--- config.mk ---
export PLATFORM = sky130hd
export DESIGN_NAME = branch_resolve_unit
export DESIGN_NICKNAME = d
export VERILOG_FILES = /design/src/rtl/bp_pkg.sv /design/src/rtl/pred_fifo.sv /design/src/rtl/branch_resolve_unit.sv
export SDC_FILE = /design/constraint.sdc
export NUM_CORES = 1
export LEC_CHECK = 0
export CAP_MARGIN = 25
export CORE_MARGIN = 5
export CORE_UTILIZATION = 57
export DETAILED_ROUTE_END_ITERATION = 10
export GPL_TIMING_DRIVEN = 0
export PLACE_DENSITY = 0.81
export REMOVE_ABC_BUFFERS = 1
export SLEW_MARGIN = 40
export SYNTH_ARGS = -nofsm -noshare
export SYNTH_HDL_FRONTEND = slang
export SYNTH_SLANG_ARGS = --single-unit
--- constraint.sdc ---
create_clock -name clk -period 8.4 [get_ports clk]
set_input_delay 1.26 -clock clk [delete_from_list [all_inputs] [get_ports clk]]
set_output_delay 1.26 -clock clk [all_outputs]
set_load 0.005 [all_outputs]
--- src/rtl/bp_pkg.sv ---
// Shared types for the branch-resolution path: the per-instruction
// prediction record and the resolver's run/recover state.
package bp_pkg;

   localparam int INSTR_BYTES = 4;

   typedef struct packed {
      logic [31:0] pc;
      logic        pred_taken;
      logic [31:0] pred_target;
   } pred_rec_t;

   typedef enum logic {
      RUN     = 1'b0,
      RECOVER = 1'b1
   } resolve_state_t;

   function automatic logic [31:0] next_seq_pc(input logic [31:0] pc);
      return pc + 32'(INSTR_BYTES);
   endfunction

endpackage

--- src/rtl/pred_fifo.sv ---
// In-order queue of prediction records. The head is read combinationally so that
// EX can compare against it in the resolving cycle. A flush overrides push and pop.
module pred_fifo
   import bp_pkg::*;
#(
   parameter int  DEPTH = 8,
   parameter type rec_t = pred_rec_t
) (
   input  logic clk,
   input  logic rst,
   input  logic push,
   input  rec_t push_rec,
   input  logic pop,
   input  logic flush,
   output rec_t head_rec,
   output logic full,
   output logic empty,
   output logic full_next
);
   localparam int AW = $clog2(DEPTH);

   // Pointers carry one extra wrap bit to tell full from empty.
   logic [AW:0] wr_ptr_reg, wr_ptr_next;
   logic [AW:0] rd_ptr_reg, rd_ptr_next;
   rec_t        mem [DEPTH];

   function automatic logic ptr_full(input logic [AW:0] wp, input logic [AW:0] rp);
      return (wp[AW-1:0] == rp[AW-1:0]) && (wp[AW] != rp[AW]);
   endfunction

   always_comb begin
      wr_ptr_next = wr_ptr_reg + (AW+1)'(push);
      rd_ptr_next = rd_ptr_reg + (AW+1)'(pop);
      if (flush) begin
         wr_ptr_next = '0;
         rd_ptr_next = '0;
      end
   end

   assign full      = ptr_full(wr_ptr_reg, rd_ptr_reg);
   assign empty     = (wr_ptr_reg == rd_ptr_reg);
   assign full_next = ptr_full(wr_ptr_next, rd_ptr_next);
   assign head_rec  = mem[rd_ptr_reg[AW-1:0]];

   always_ff @(posedge clk) begin
      if (!rst) begin
         wr_ptr_reg <= '0;
         rd_ptr_reg <= '0;
      end else begin
         wr_ptr_reg <= wr_ptr_next;
         rd_ptr_reg <= rd_ptr_next;
      end
   end

   always_ff @(posedge clk) begin
      if (push) begin
         mem[wr_ptr_reg[AW-1:0]] <= push_rec;
      end
   end

endmodule

--- src/rtl/branch_resolve_unit.sv ---
// Execute-side branch resolver: matches EX outcomes against the queued fetch
// predictions, updates the predictor, and redirects and recovers on mispredict.
module branch_resolve_unit
   import bp_pkg::*;
#(
   parameter int DEPTH          = 8,
   parameter int RECOVER_CYCLES = 2
) (
   input  logic        clk,
   input  logic        rst,
   input  logic        push_valid,
   output logic        push_ready,
   input  logic [31:0] push_pc,
   input  logic        push_pred_taken,
   input  logic [31:0] push_pred_target,
   input  logic        ex_valid,
   input  logic [31:0] ex_pc,
   input  logic        ex_taken,
   input  logic [31:0] ex_target,
   output logic        upd_branch,
   output logic        upd_taken,
   output logic [31:0] upd_pc,
   output logic [31:0] upd_target,
   output logic        redirect_valid,
   output logic [31:0] redirect_pc,
   output logic        order_err,
   output logic [31:0] stat_branches,
   output logic [31:0] stat_mispredicts
);
   localparam int CW = $clog2(RECOVER_CYCLES + 1);

   resolve_state_t state_reg;
   logic [CW-1:0]  recover_cnt_reg;
   logic           push_ready_reg;
   logic           upd_branch_reg;
   logic           upd_taken_reg;
   logic [31:0]    upd_pc_reg;
   logic [31:0]    upd_target_reg;
   logic           redirect_valid_reg;
   logic [31:0]    redirect_pc_reg;
   logic           order_err_reg;
   logic [31:0]    stat_branches_reg;
   logic [31:0]    stat_mispredicts_reg;

   pred_rec_t push_rec;
   pred_rec_t head_rec;
   pred_rec_t pred_rec;
   logic      fifo_full;
   logic      fifo_empty;
   logic      fifo_full_next;
   logic      resolve;
   logic      pop;
   logic      push_acc;
   logic      mispredict;

   assign push_rec = '{pc: push_pc, pred_taken: push_pred_taken, pred_target: push_pred_target};

   // With nothing queued, EX is judged against an implicit not-taken prediction.
   always_comb begin
      pred_rec = head_rec;
      if (fifo_empty) begin
         pred_rec = '0;
      end
   end

   assign resolve    = (state_reg == RUN) && ex_valid;
   assign pop        = resolve && !fifo_empty;
   assign push_acc   = push_valid && push_ready_reg && !fifo_full;
   assign mispredict = resolve &&
                       ((pred_rec.pred_taken != ex_taken) ||
                        (ex_taken && (pred_rec.pred_target != ex_target)));

   pred_fifo #(
      .DEPTH (DEPTH),
      .rec_t (pred_rec_t)
   ) u_fifo (
      .clk       (clk),
      .rst       (rst),
      .push      (push_acc),
      .push_rec  (push_rec),
      .pop       (pop),
      .flush     (mispredict),
      .head_rec  (head_rec),
      .full      (fifo_full),
      .empty     (fifo_empty),
      .full_next (fifo_full_next)
   );

   always_ff @(posedge clk) begin
      if (!rst) begin
         state_reg            <= RUN;
         recover_cnt_reg      <= '0;
         push_ready_reg       <= 1'b0;
         upd_branch_reg       <= 1'b0;
         upd_taken_reg        <= 1'b0;
         upd_pc_reg           <= '0;
         upd_target_reg       <= '0;
         redirect_valid_reg   <= 1'b0;
         redirect_pc_reg      <= '0;
         order_err_reg        <= 1'b0;
         stat_branches_reg    <= '0;
         stat_mispredicts_reg <= '0;
      end else begin
         upd_branch_reg     <= resolve;
         redirect_valid_reg <= mispredict;

         if (resolve) begin
            upd_taken_reg  <= ex_taken;
            upd_pc_reg     <= ex_pc;
            upd_target_reg <= ex_target;
            if (stat_branches_reg != '1) begin
               stat_branches_reg <= stat_branches_reg + 32'd1;
            end
            if (!fifo_empty && (head_rec.pc != ex_pc)) begin
               order_err_reg <= 1'b1;
            end
         end

         if (mispredict) begin
            redirect_pc_reg <= ex_taken ? ex_target : next_seq_pc(ex_pc);
            if (stat_mispredicts_reg != '1) begin
               stat_mispredicts_reg <= stat_mispredicts_reg + 32'd1;
            end
         end

         // push_ready is registered from the next-cycle state and occupancy.
         case (state_reg)
            RUN: begin
               if (mispredict) begin
                  state_reg       <= RECOVER;
                  recover_cnt_reg <= CW'(RECOVER_CYCLES);
                  push_ready_reg  <= 1'b0;
               end else begin
                  push_ready_reg  <= !fifo_full_next;
               end
            end
            RECOVER: begin
               if (recover_cnt_reg == CW'(1)) begin
                  state_reg       <= RUN;
                  recover_cnt_reg <= '0;
                  push_ready_reg  <= !fifo_full_next;
               end else begin
                  recover_cnt_reg <= recover_cnt_reg - CW'(1);
                  push_ready_reg  <= 1'b0;
               end
            end
            default: begin
               state_reg      <= RUN;
               push_ready_reg <= 1'b0;
            end
         endcase
      end
   end

   assign push_ready       = push_ready_reg;
   assign upd_branch       = upd_branch_reg;
   assign upd_taken        = upd_taken_reg;
   assign upd_pc           = upd_pc_reg;
   assign upd_target       = upd_target_reg;
   assign redirect_valid   = redirect_valid_reg;
   assign redirect_pc      = redirect_pc_reg;
   assign order_err        = order_err_reg;
   assign stat_branches    = stat_branches_reg;
   assign stat_mispredicts = stat_mispredicts_reg;

endmodule

After elaboration in Yosys (flattened, before gate mapping)
Memory sizes are Yosys's and may differ from the RTL's. A register that Yosys moved wholly into a read port is not among the register bits.
Cells that the tools add are included.
{ "op_classes": {"n_addsub": 6, "n_bitwise": 1, "n_reduce_logical": 16, "muxes": 16, "n_eq_ne": 12} }
{ "op_table": {"columns": ["op", "count"], "rows": [
  ["$add 32x1->32 const B", 2],
  ["$ne 32x32->1", 2],
  ["$ne 32x32->1 const B", 2],
  ["$mux 33", 1],
  ["$add 32x3->32 const B", 1],
  ["$mux 32", 1],
  ["$logic_and 1x1->1", 9],
  ["$add 4x1->4", 2],
  ["$mux 4", 2],
  ["$eq 3x3->1", 2],
  ["$mux 1", 6],
  ["$reduce_and 2->1", 3],
  ["$eq 4x4->1", 1],
  ["$mux 2", 2],
  ["$pmux 1 s2", 2],
  ["$pmux 2 s2", 1],
  ["$logic_not 1->1", 3],
  ["$mux 3", 1],
  ["$ne 1x1->1", 3],
  ["$eq 2x1->1 const B", 1],
  ["$ne 2x2->1 const B", 1],
  ["$sub 2x1->2 const B", 1],
  ["$logic_or 1x1->1", 1],
  ["$not 1->1", 1]
]} }
{ "totals": {"n_memories": 1, "out_inout_bits": 165, "word_cells": 66, "inputBits": 134, "reg_bits": 176, "mem_bits_rw": 520} }
{ "mem_list": {"columns": ["memory", "depth", "width", "read_ports", "rd_clocked_by_memory_dff", "write_ports", "line", "text"], "rows": [
  ["u_fifo.mem", 8, 65, 1, 1, 1, "pred_fifo.sv:25", "rec_t mem [DEPTH];"]
]} }

Longest topological paths before layout
Gate-level depths: netlist of the first run.
{ "logic_depth": {"depth_word": 12, "ltp_mapped": 14, "ltp_nobuf": 9} }

Hierarchy
From an unflattened synthesis of the first run, not the netlist that was laid out.
{ "unflattened": {"cells_unflattened": 1888, "hier_area_um2": 28379.7} }
{ "modules_own_cells": {"columns": ["module", "cells_each", "area_each_um2", "n_inst"], "rows": [
  ["pred_fifo", 808, 19972.9, 1],
  ["branch_resolve_unit", 1080, 8406.8, 1]
]} }

Least setup slack after synthesis of the first run
OpenSTA, ideal clock, no wires.
{ "synth_timing": {"kind": "input port to flip-flop", "start": "input push_valid", "end": "memory u_fifo.mem[0][0] in the netlist's numbering (enable)", "required_ns": 7.832, "cell_stages": 4, "path_slack_ns": 1.793, "setup_ns": 0.568, "arrival_time_ns": 6.038, "cell_sequence": "nand2_1 a21oi_1 nand2b_1 nor3_1"} }
{ "synth_between": {"elab_chain_len": 4} }
{ "synth_rtl": {"columns": ["item", "line", "text"], "rows": [
  ["start, declared", "branch_resolve_unit.sv:11", "input logic push_valid,"],
  ["$logic_and 1x1->1 (2 in a row)", "branch_resolve_unit.sv:68", "assign push_acc = push_valid && push_ready_reg && !fifo_full;"],
  ["$mux 1", "pred_fifo.sv:56", "if (push) begin"],
  ["$mux 1 (implied by the code)", "pred_fifo.sv:57", "mem[wr_ptr_reg[AW-1:0]] <= push_rec;"],
  ["end, declared", "pred_fifo.sv:25", null]
]} }
No other way between the ends.

Worst setup path in the final report of the first run
{ "layout_timing": {"start": "register u_fifo.rd_ptr_reg[1]", "end": "register redirect_pc_reg[25] (netlist: redirect_pc[25])"} }
{ "layout_between": {"elab_chain_len": 6, "elab_cells_between_ends": 7} }
{ "layout_rtl": {"columns": ["item", "line", "text"], "rows": [
  ["start, declared", "pred_fifo.sv:24", "logic [AW:0] rd_ptr_reg, rd_ptr_next;"],
  ["start signal, assigned", "pred_fifo.sv:51", "rd_ptr_reg <= rd_ptr_next;"],
  ["$eq 4x4->1 (*)", "pred_fifo.sv:41", "assign empty = (wr_ptr_reg == rd_ptr_reg);"],
  ["$mux 33 (*)", "branch_resolve_unit.sv:61", "if (fifo_empty) begin"],
  ["$ne 32x32->1", "branch_resolve_unit.sv:71", "(ex_taken && (pred_rec.pred_target != ex_target)));"],
  ["$logic_and 1x1->1", "branch_resolve_unit.sv:71", null],
  ["$logic_or 1x1->1 (*)", "branch_resolve_unit.sv:70", "((pred_rec.pred_taken != ex_taken) ||"],
  ["$logic_and 1x1->1 (*)", "branch_resolve_unit.sv:69", "assign mispredict = resolve &&"],
  ["end signal, assigned", "branch_resolve_unit.sv:120", "redirect_pc_reg <= ex_taken ? ex_target : next_seq_pc(ex_pc);"],
  ["end, declared", "branch_resolve_unit.sv:40", "logic [31:0] redirect_pc_reg;"]
]} }
Every way passes the cells marked *; elsewhere a longest branch is shown, timed or not.
A chain may end at the register's enable or synchronous reset.

==> results of run 1 <==
cells by family after synthesis:
logic type               share of synthesized area [%]
adder cells (fa/ha/maj)                          0.349
multiplexers                                      13.2
AO/OA/AOI/OAI                                     4.96
XOR/XNOR                                          3.48
AND/OR/NAND/NOR                                   9.18
buffers and inverters                             2.15
flip-flops                                        66.7
synthesized netlist by cell type (23+ instances only):
cell,number
mux2_2,23
nand2b_1,29
nor2_1,70
a21oi_1,121
mux4_2,128
xor2_1,81
nand2_1,211
edfxtp_1,520
dfxtp_1,176
nand4_1,32
xnor2_1,33
clkbuf_1,60
o21ai_0,78
nand3_1,73
mux2i_1,63
cell usage in the layout (no fill, tap or decap), drive strengths merged, types with 63 or more instances in the layout:
master	n
a21oi	123
buf	91
clkbuf	105
clkdlybuf4s50	296
dfxtp	176
edfxtp	520
mux2i	63
mux4	128
nand2	212
nand3	73
nor2	71
o21ai	80
xor2	81
metal layers:
metal / global-route usage, % / vias up / part of all wire, %
met2: 46.2 / 1046 / 49
met5: 0 / - / 0.059
met1: 37.6 / 9479 / 37
li1: - / 8163 / -
met3: 6.80 / 178 / 10
met4: 11.3 / 8 / 3.8
worst reg2reg max path, cell delays in order (launching register included):
cell,delay (ns)
dfxtp_4,0.60
buf_12,0.27
xor2_1,0.17
or4_2,1.04
a211oi_1,0.33
o32a_1,0.36
o221ai_1,0.30
or4_2,1.15
nand2_4,0.32
mux2i_1,0.20
stage by stage:
stage,setup TNS (ns),util [%],hold WS [ns]
floorplan,-173.08,-,0.441
global placement,-3093.13,63.9,0.440
detailed placement,0,67.1,0.445
CTS,0,71.6,0.454
global route,0,71.6,0.467
finish,0,71.6,0.456
worst max path at each step:
stage / start / endpoint / slack, ns / cells past startpoint
4_1_cts: u_fifo.rd_ptr_reg[1]$_SDFF_PN0_ / redirect_pc[25]$_SDFFE_PN0N_ / 3.62 / 9
5_1_grt: u_fifo.rd_ptr_reg[1]$_SDFF_PN0_ / redirect_pc[25]$_SDFFE_PN0N_ / 3.37 / 9
3_5_place_dp: u_fifo.rd_ptr_reg[1]$_SDFF_PN0_ / redirect_pc[25]$_SDFFE_PN0N_ / 3.66 / 9
6_report: u_fifo.rd_ptr_reg[1]$_SDFF_PN0_ / redirect_pc[25]$_SDFFE_PN0N_ / 3.59 / 9
2_1_floorplan: u_fifo.rd_ptr_reg[0]$_SDFF_PN0_ / u_fifo.mem[0][0]$_DFFE_PP_ / -1.33 / 5
3_3_place_gp: u_fifo.rd_ptr_reg[0]$_SDFF_PN0_ / u_fifo.mem[1][33]$_DFFE_PP_ / -8.06 / 5
report_power, final:
part	switching (mW)	total [mW]	internal, mW
combinational	0.306	0.561	0.255
sequential	0.0324	3.78	3.75
clock	1.28	3.05	1.77
total	1.62	7.39	5.78
area by class of cell:
class                      instances  share of cell area, %
sequential                       696                   53.5
multi-input combinational       1124                   25.3
timing repair buffer             387                   12.4
clock buffer                     105                   5.68
tap                              672                   2.35
clock inverter                    22                  0.615
inverter                          12                  0.140
antenna                           10                 0.0699
==> impl_metrics.tcl, run 1 <==
set metrics [dict create \
    result_of_the_run "finished clean" \
    cts_hold_buf 0 \
    die_area_um2 54900 \
    rsz_0062_raised_after_global_routing "no" \
    post_dp_cell_area_um2 33500 \
    whs_path_depth 2 \
    cpMostUsedCell "or4_2" \
    critical_path.startpoint_type "flip-flop" \
    routabilityCongestion 0.838 \
    p_leak_nw 11.6 \
    drt_iter0_drc 2091 \
    maximum_cell_stage_delay_along_the_critical_path_ns 1.15 \
    fp.coreArea_um2 50000 \
    worst_slew_pin_slew_ns 0.872 \
    boundaryPins 299 \
    synth_top_cells_by_area "edfxtp_1, dfxtp_1, mux4_2" \
    ff_latch_count_synth 696 \
    max_clock_freq_mhz 208 \
    cp.buffers_inverters 1 \
    class_of_the_tightest_hold_or_removal_check "reg2reg" \
    syn2layout_area_growth_pct 24.8 \
    timing.critical_path.cells "buf_12 -> xor2_1 -> or4_2 -> a211oi_1 -> o32a_1 -> o221ai_1 -> or4_2 -> nand2_4 -> mux2i_1" \
    initial_core_util_pct 57.4 \
    drc_violations_left 0 \
    track_usage_pct 28.5 \
    detail_route.first_pass.iterations 7 \
    reg2reg_setup_slack_ns 3.59 \
    cp-end-kind "flip-flop" \
    clock_insertion_delay_worst_skew_ns 0.61 \
    largest_register_ffs 520 \
    timing.hold.worst.start "upd_pc[0]$_SDFFE_PN0P_" \
    cts.sink_count 696 \
    post_route_cells_drive_above_1_share_pct 15.9 \
    clk_pin_slew_worst_paths_ns 0.06 \
    cellPowerDensity_nw_per_um2 207 \
    worst_max_slew_margin_expressed_relative_to_the_limit_pct 41.7 \
    worst_ir_drop_vdd_uv 149 \
    port_buffers 298 \
    cts_setup_buffers 0 \
    synth_area_per_cell_um2 14.7 \
    fin_cells 3028 \
    route.detailed.wl_per_inst_um 25.9 \
    worst_clock_skew_ns 0.0323 \
    period_share_pct 57.3 \
    slew_viol_final 0 \
    cts_repair_resizes 0 \
    nNetsFinal 2432 \
    placed_cells_incl_taps 2891 \
    synth_async_sr_flop_share_pct 0 \
    finalHoldViolations 0 \
    crit_fanout 32 \
    grt_start_max_net_pins 79 \
    timing.critical_path.max_delay_family "simple AND/OR/NAND/NOR gates" \
    htree_num_levels 3 \
    detailroute.via_count 18900 \
    fin_total_pwr_mw 7.39 \
    detail_route.wirelength_mm 78.3 \
    grt_pass1_vias 19100 \
    syn_std_cell_area_um2 28700 \
    timing.critical_path.required_ns 8.92 \
    netlist_instances 1946 \
    final-seq-area_um2 19100 \
    ys.flop_type "edfxtp_1" \
    worst-endpoint-arrival_ns 5.33 \
    crit-reg2reg-capture "redirect_pc[25]$_SDFFE_PN0N_" \
    postLayoutSetupSlackWorst_ns 3.59 \
    synth_top_cell_area_share_pct 54.4 \
    max-clock-path-buffers 3 \
    cp_slowest_cell "or4_2" \
    die_h_um 234 \
    synth_enable_flop_cells 520 \
    r2r.worst_path.cells 9 \
    globalRouteOverflowTotal 0 \
    post-place-ws_ns 3.66 \
    multi_input_comb_area_um2 9040 \
    post-dp-hpwl_mm 54.0 \
    final.min_clock_period_ns 4.81 \
    cts_tree "built" \
    num-fill-cells 3067 \
    crit_type "reg2reg" \
    netlist-cell-type-count 57 \
    antenna_violations_before_repair 13 \
    launching_point_of_the_worst_reg2reg_path "u_fifo.rd_ptr_reg[1]$_SDFF_PN0_" \
    tritoncts.num_buffers 69 \
    synth_area_leader_cell "edfxtp_1" \
    drt.antenna.violating_nets 0 \
    synth.yosys.seq_area_share_pct 66.7 \
    detail_route.vias_per_cell 6.23 \
    timing.max_cap.violations 0 \
    yosys_warnings 0 \
    die_w_um 234 \
    finalSetupViolCount 0 \
    number_of_placement_rows 82 \
    ctsRootBufferMaster "clkbuf_16" \
    grt_first_pass_wirelength_mm 117 \
    timing.hold.worst_endpoint "upd_pc[0]$_SDFFE_PN0P_" \
    finish.instance_area_um2 35800 \
]
No activity file was read; power rests on OpenSTA's default activity.
==> run 2, diff against run 1 <==
==> constraint.sdc (replaced) <==
create_clock -name clk -period 4.6 [get_ports clk]
set_input_delay 0.69 -clock clk [delete_from_list [all_inputs] [get_ports clk]]
set_output_delay 0.69 -clock clk [all_outputs]
set_load 0.005 [all_outputs]
==> impl_metrics.tcl, run 2 (synthesized netlist as in run 1, its figures left out) <==
set metrics [dict create \
    result_of_the_run "finished clean" \
    finalHoldViolations 0 \
    reg2reg_setup_slack_ns 0.22 \
    route.detailed.wl_per_inst_um 25.9 \
    clk_pin_slew_worst_paths_ns 0.06 \
    crit_type "reg2reg" \
    detail_route.first_pass.iterations 7 \
    grt_first_pass_wirelength_mm 117 \
    cts_tree "built" \
    number_of_placement_rows 82 \
    routabilityCongestion 0.838 \
    drt.antenna.violating_nets 0 \
    cellPowerDensity_nw_per_um2 377 \
    final-seq-area_um2 19100 \
    cts_hold_buf 0 \
    drc_violations_left 0 \
    post_route_cells_drive_above_1_share_pct 16.0 \
    met1Wirelength_mm 29.5 \
    worst-endpoint-arrival_ns 4.81 \
    grt_start_max_net_pins 79 \
    die_area_um2 54900 \
    worst_clock_skew_ns 0.0320 \
    slew_viol_final 0 \
    crit_fanout 31 \
    largest_register_ffs 520 \
    wl_met3_mm 7.97 \
    top_layer_used_by_detailed_routing "met5" \
    clock_insertion_delay_worst_skew_ns 0.62 \
    fp.coreArea_um2 50000 \
    htree_num_levels 3 \
    fin_total_pwr_mw 13.5 \
    cp-end-kind "flip-flop" \
    finalSetupViolCount 0 \
    hold_slack_ns 0.455 \
    antenna_violations_before_repair 13 \
    routed-wl-met2_mm 37.9 \
    detailroute.via_count 18900 \
    max_clock_freq_mhz 228 \
    syn2layout_area_growth_pct 24.9 \
    layout_commonest_cell "edfxtp_1" \
    track_usage_pct 28.5 \
    post-dp-hpwl_mm 54.0 \
    finish.instance_area_um2 35800 \
    timing.max_cap.violations 0 \
    die_w_um 234 \
    worst_max_slew_margin_expressed_relative_to_the_limit_pct 40.8 \
    multi_input_comb_area_um2 9050 \
    cts.sink_count 696 \
    globalRouteOverflowTotal 0 \
    boundaryPins 299 \
    final_util_pct 71.7 \
    detail_route.wirelength_mm 78.4 \
    class_of_the_tightest_hold_or_removal_check "reg2reg" \
    period_share_pct 95.2 \
    max-clock-path-buffers 3 \
    port_buffers 298 \
    critical_path.startpoint_type "flip-flop" \
    nNetsFinal 2435 \
    detail_route.vias_per_cell 6.23 \
    tritoncts.num_buffers 69 \
    rsz_0062_raised_after_global_routing "no" \
    final.min_clock_period_ns 4.38 \
    die_h_um 234 \
    placed_cells_incl_taps 2891 \
    worst_slew_pin_slew_ns 0.884 \
    worst_ir_drop_vdd_uv 272 \
    p_leak_nw 11.6 \
    grt_pass1_vias 19200 \
    layout.cells.most_common_list "edfxtp_1, clkdlybuf4s50_1, nand2_1" \
    fin_cells 3031 \
    post_dp_cell_area_um2 33500 \
    drt_iter0_drc 2013 \
    timing.critical_path.required_ns 5.03 \
    ctsRootBufferMaster "clkbuf_16" \
    initial_core_util_pct 57.4 \
    num-fill-cells 3067 \
]
==> run 2: cell count changes in the layout (fill, tap and decap cells not counted) <==
cell,delta
buf_4,+3
or4_4,+2
or4_2,-2
==> run 2: worst paths after layout <==
kind / startpoint / to / cells after the start
worst min-delay path: upd_pc[7]$_SDFFE_PN0P_ / upd_pc[7]$_SDFFE_PN0P_ / 2
worst max-delay path: u_fifo.rd_ptr_reg[1]$_SDFF_PN0_ / recover_cnt_reg[0]$_SDFFE_PN0P_ / 14
worst min register to register: upd_pc[7]$_SDFFE_PN0P_ / upd_pc[7]$_SDFFE_PN0P_ / 2
worst max register to register: u_fifo.rd_ptr_reg[1]$_SDFF_PN0_ / recover_cnt_reg[0]$_SDFFE_PN0P_ / 14
==> run 2: repair_timing <==
item                                   in CTS  in global routing
resized for setup                           2                  0
buffers inserted                            0                  3
setup endpoints to repair                  55                 27
endpoints found under the hold margin       0                  0
cloned                                      0                  0
pin swaps                                   0                  1
==> run 2: critical path: stages (launching register included) <==
cell      delay [ns]
dfxtp_4         0.59
buf_12          0.25
buf_12          0.26
mux4_2          0.53
mux2i_1         0.32
xor2_1          0.12
a31oi_1         0.18
nor2_1          0.06
o221ai_1        0.41
nor4_4          0.09
buf_4           0.18
buf_4           0.13
buf_6           0.13
nor2_1          0.67
o21ai_0         0.24
==> run 2: area by class of cell <==
cell class,instances,share of cell area [%]
well taps,672,2.35
clock inverters,22,0.615
inverters,12,0.140
repair buffers,390,12.4
diodes,10,0.0699
flip-flops and latches,696,53.5
clock buffers,105,5.68
multi-input cells,1124,25.3
==> run 2: per-stage QoR <==
stage          TNS [ns]  worst slack, ns
3_3_place_gp   -5621.38           -11.86
5_1_grt               0          0.00905
4_1_cts               0           0.0425
6_report              0            0.222
3_5_place_dp      -2.02           -0.136
2_1_floorplan  -2256.40            -5.13
==> run 2: layer usage <==
metal	vias to the layer above	GRT usage, %
met5	-	0
met4	8	11.3
met3	182	6.80
met2	1009	46.2
met1	9517	37.6
li1	8168	-
==> run 2: report_power, final <==
| group | total [mW] | internal, mW | switching (mW) |
|---|---|---|---|
| logic | 1.03 | 0.466 | 0.560 |
| clock network | 5.58 | 3.24 | 2.34 |
| registers | 6.90 | 6.84 | 0.0594 |
==> run 3, diff against run 2 <==
--- a/config.mk
+++ b/config.mk
@@ -8,6 +8,7 @@
 export CAP_MARGIN = 25
 export CORE_MARGIN = 5
 export CORE_UTILIZATION = 57
+export CTS_BUF_LIST = sky130_fd_sc_hd__clkbuf_8 sky130_fd_sc_hd__clkbuf_16
 export DETAILED_ROUTE_END_ITERATION = 10
 export GPL_TIMING_DRIVEN = 0
 export PLACE_DENSITY = 0.81
==> impl_metrics.tcl, run 3 (synthesized netlist as in run 1, its figures left out) <==
set metrics [dict create \
    crit_type "reg2reg" \
    timing.critical_path.cells "buf_12 -> mux4_2 -> mux2i_1 -> a21oi_1 -> o32ai_1 -> o32a_1 -> o221ai_1 -> nor4_4 -> buf_4 -> buf_4 -> buf_4 -> buf_4 -> nor4_1 -> mux2i_1" \
    r2r.worst_path.cells 14 \
    die_w_um 234 \
    p_leak_nw 11.7 \
    grt_start_max_net_pins 79 \
    nNetsFinal 2435 \
    worst_slew_pin_slew_ns 0.824 \
    detailroute.via_count 18900 \
    timing.hold.worst.start "upd_pc[7]$_SDFFE_PN0P_" \
    max-clock-path-buffers 3 \
    detail_route.vias_per_cell 6.23 \
    clock_insertion_delay_worst_skew_ns 0.62 \
    track_usage_pct 28.5 \
    post_route_cells_drive_above_1_share_pct 16.0 \
    timing.critical_path.required_ns 5.06 \
    finalSetupViolCount 0 \
    drc_violations_left 0 \
    whs_path_depth 2 \
    rsz_0062_raised_after_global_routing "no" \
    timing.max_cap.violations 0 \
    fp.coreArea_um2 50000 \
    cts_hold_buf 0 \
    cp-end-kind "flip-flop" \
    crit_fanout 28 \
    grt_pass1_vias 19200 \
    period_share_pct 94.0 \
    worst_clock_skew_ns 0.0319 \
    critPathLaunch "u_fifo.rd_ptr_reg[1]$_SDFF_PN0_" \
    placed_cells_incl_taps 2891 \
    max_clock_freq_mhz 231 \
    initial_core_util_pct 57.4 \
    final.min_clock_period_ns 4.32 \
    routabilityCongestion 0.838 \
    port_buffers 298 \
    timing.critical_path.max_delay_family "buffers and inverters" \
    worst_ir_drop_vdd_uv 273 \
    cpMostUsedCell "buf_4" \
    cp.buffers_inverters 5 \
    worstSetupPathDepth 14 \
    number_of_placement_rows 82 \
    critical_path.startpoint_type "flip-flop" \
    hold_slack_ns 0.456 \
    drt.antenna.violating_nets 0 \
    worst-endpoint-arrival_ns 4.79 \
    ctsRootBufferMaster "clkbuf_16" \
    htree_num_levels 3 \
    die_area_um2 54900 \
    result_of_the_run "finished clean" \
    final_util_pct 71.7 \
    fin_cells 3031 \
    layout.cells.most_common_list "edfxtp_1, clkdlybuf4s50_1, nand2_1" \
    cts_tree "built" \
    worst_max_slew_margin_expressed_relative_to_the_limit_pct 44.9 \
    clk_pin_slew_worst_paths_ns 0.06 \
    slew_viol_final 0 \
    route.detailed.wl_per_inst_um 25.9 \
    cp_slowest_cell "dfxtp_4" \
    antenna_violations_before_repair 13 \
    grt_first_pass_wirelength_mm 117 \
    class_of_the_tightest_hold_or_removal_check "reg2reg" \
    cts.sink_count 696 \
    detail_route.first_pass.iterations 5 \
    die_h_um 234 \
    finalHoldViolations 0 \
    syn2layout_area_growth_pct 24.9 \
    drt_iter0_drc 1970 \
    post-dp-hpwl_mm 54.0 \
    largest_register_ffs 520 \
    tritoncts.num_buffers 69 \
    maximum_cell_stage_delay_along_the_critical_path_ns 0.59 \
    detail_route.wirelength_mm 78.5 \
    layout_commonest_cell "edfxtp_1" \
    boundaryPins 299 \
    cellPowerDensity_nw_per_um2 376 \
    launching_point_of_the_worst_reg2reg_path "u_fifo.rd_ptr_reg[1]$_SDFF_PN0_" \
    globalRouteOverflowTotal 0 \
]
==> run 3: cell count changes in the layout (fill, tap and decap cells not counted) <==
cell and change:
clkbuf_1 -21, inv_1 +21
==> run 3: final timing paths <==
| path | endpoint | slack [ns] |
|---|---|---|
| min reg2reg | upd_pc[7]$_SDFFE_PN0P_ | 0.46 |
| min | upd_pc[7]$_SDFFE_PN0P_ | 0.46 |
| max reg2reg | stat_mispredicts[9]$_SDFFE_PN0P_ | 0.28 |
| max | stat_mispredicts[9]$_SDFFE_PN0P_ | 0.28 |
==> run 3: layout make-up <==
type	instances	area [µm²]
flip-flops and latches	696	19100
fillers	3067	14100
multi-input cells	1124	9050
repair buffers	390	4460
clock buffers	84	1960
well taps	672	841
clock inverters	43	299
inverters	12	50.0
diodes	10	25.0
==> run 3: per-layer routing <==
metal,global-route usage (%),vias up,wire length (µm)
met1,37.6,9476,29200
met3,6.80,183,8210
met4,11.3,8,3030
li1,-,8165,-
met2,46.2,1046,37900
met5,0,-,46
==> run 3: timing repair <==
item	CTS	global route
setup endpoints to repair	55	27
pin swaps	0	1
buffers inserted	0	3
resized for setup	2	0
==> run 3: where the power goes <==
group / internal (mW) / total (mW) / switching [mW]
sequential: 6.84 / 6.90 / 0.0593
combinational: 0.466 / 1.03 / 0.560
clock: 3.19 / 5.53 / 2.34
==> run 3: worst register-to-register path, delay by kind of cell, from the launching register on <==
kind / cells / cell delay, ns
AO/OA/AOI/OAI: 4 / 1.02
multiplexers: 3 / 1.10
buffers and inverters: 5 / 1.11
flip-flops: 1 / 0.59
AND/OR/NAND/NOR: 2 / 0.38
==> run 3: stage by stage <==
step / power (mW) / TNS (ns) / setup WS, ns / area, µm²
2_1_floorplan: 7.46 / -2256.40 / -5.13 / 28100
3_3_place_gp: 7.97 / -5621.38 / -11.86 / 31900
3_5_place_dp: 8.04 / -2.02 / -0.136 / 33500
4_1_cts: 13.5 / 0 / 0.0425 / 35800
5_1_grt: 13.9 / 0 / 0.00905 / 35800
6_report: 13.5 / 0 / 0.275 / 35800
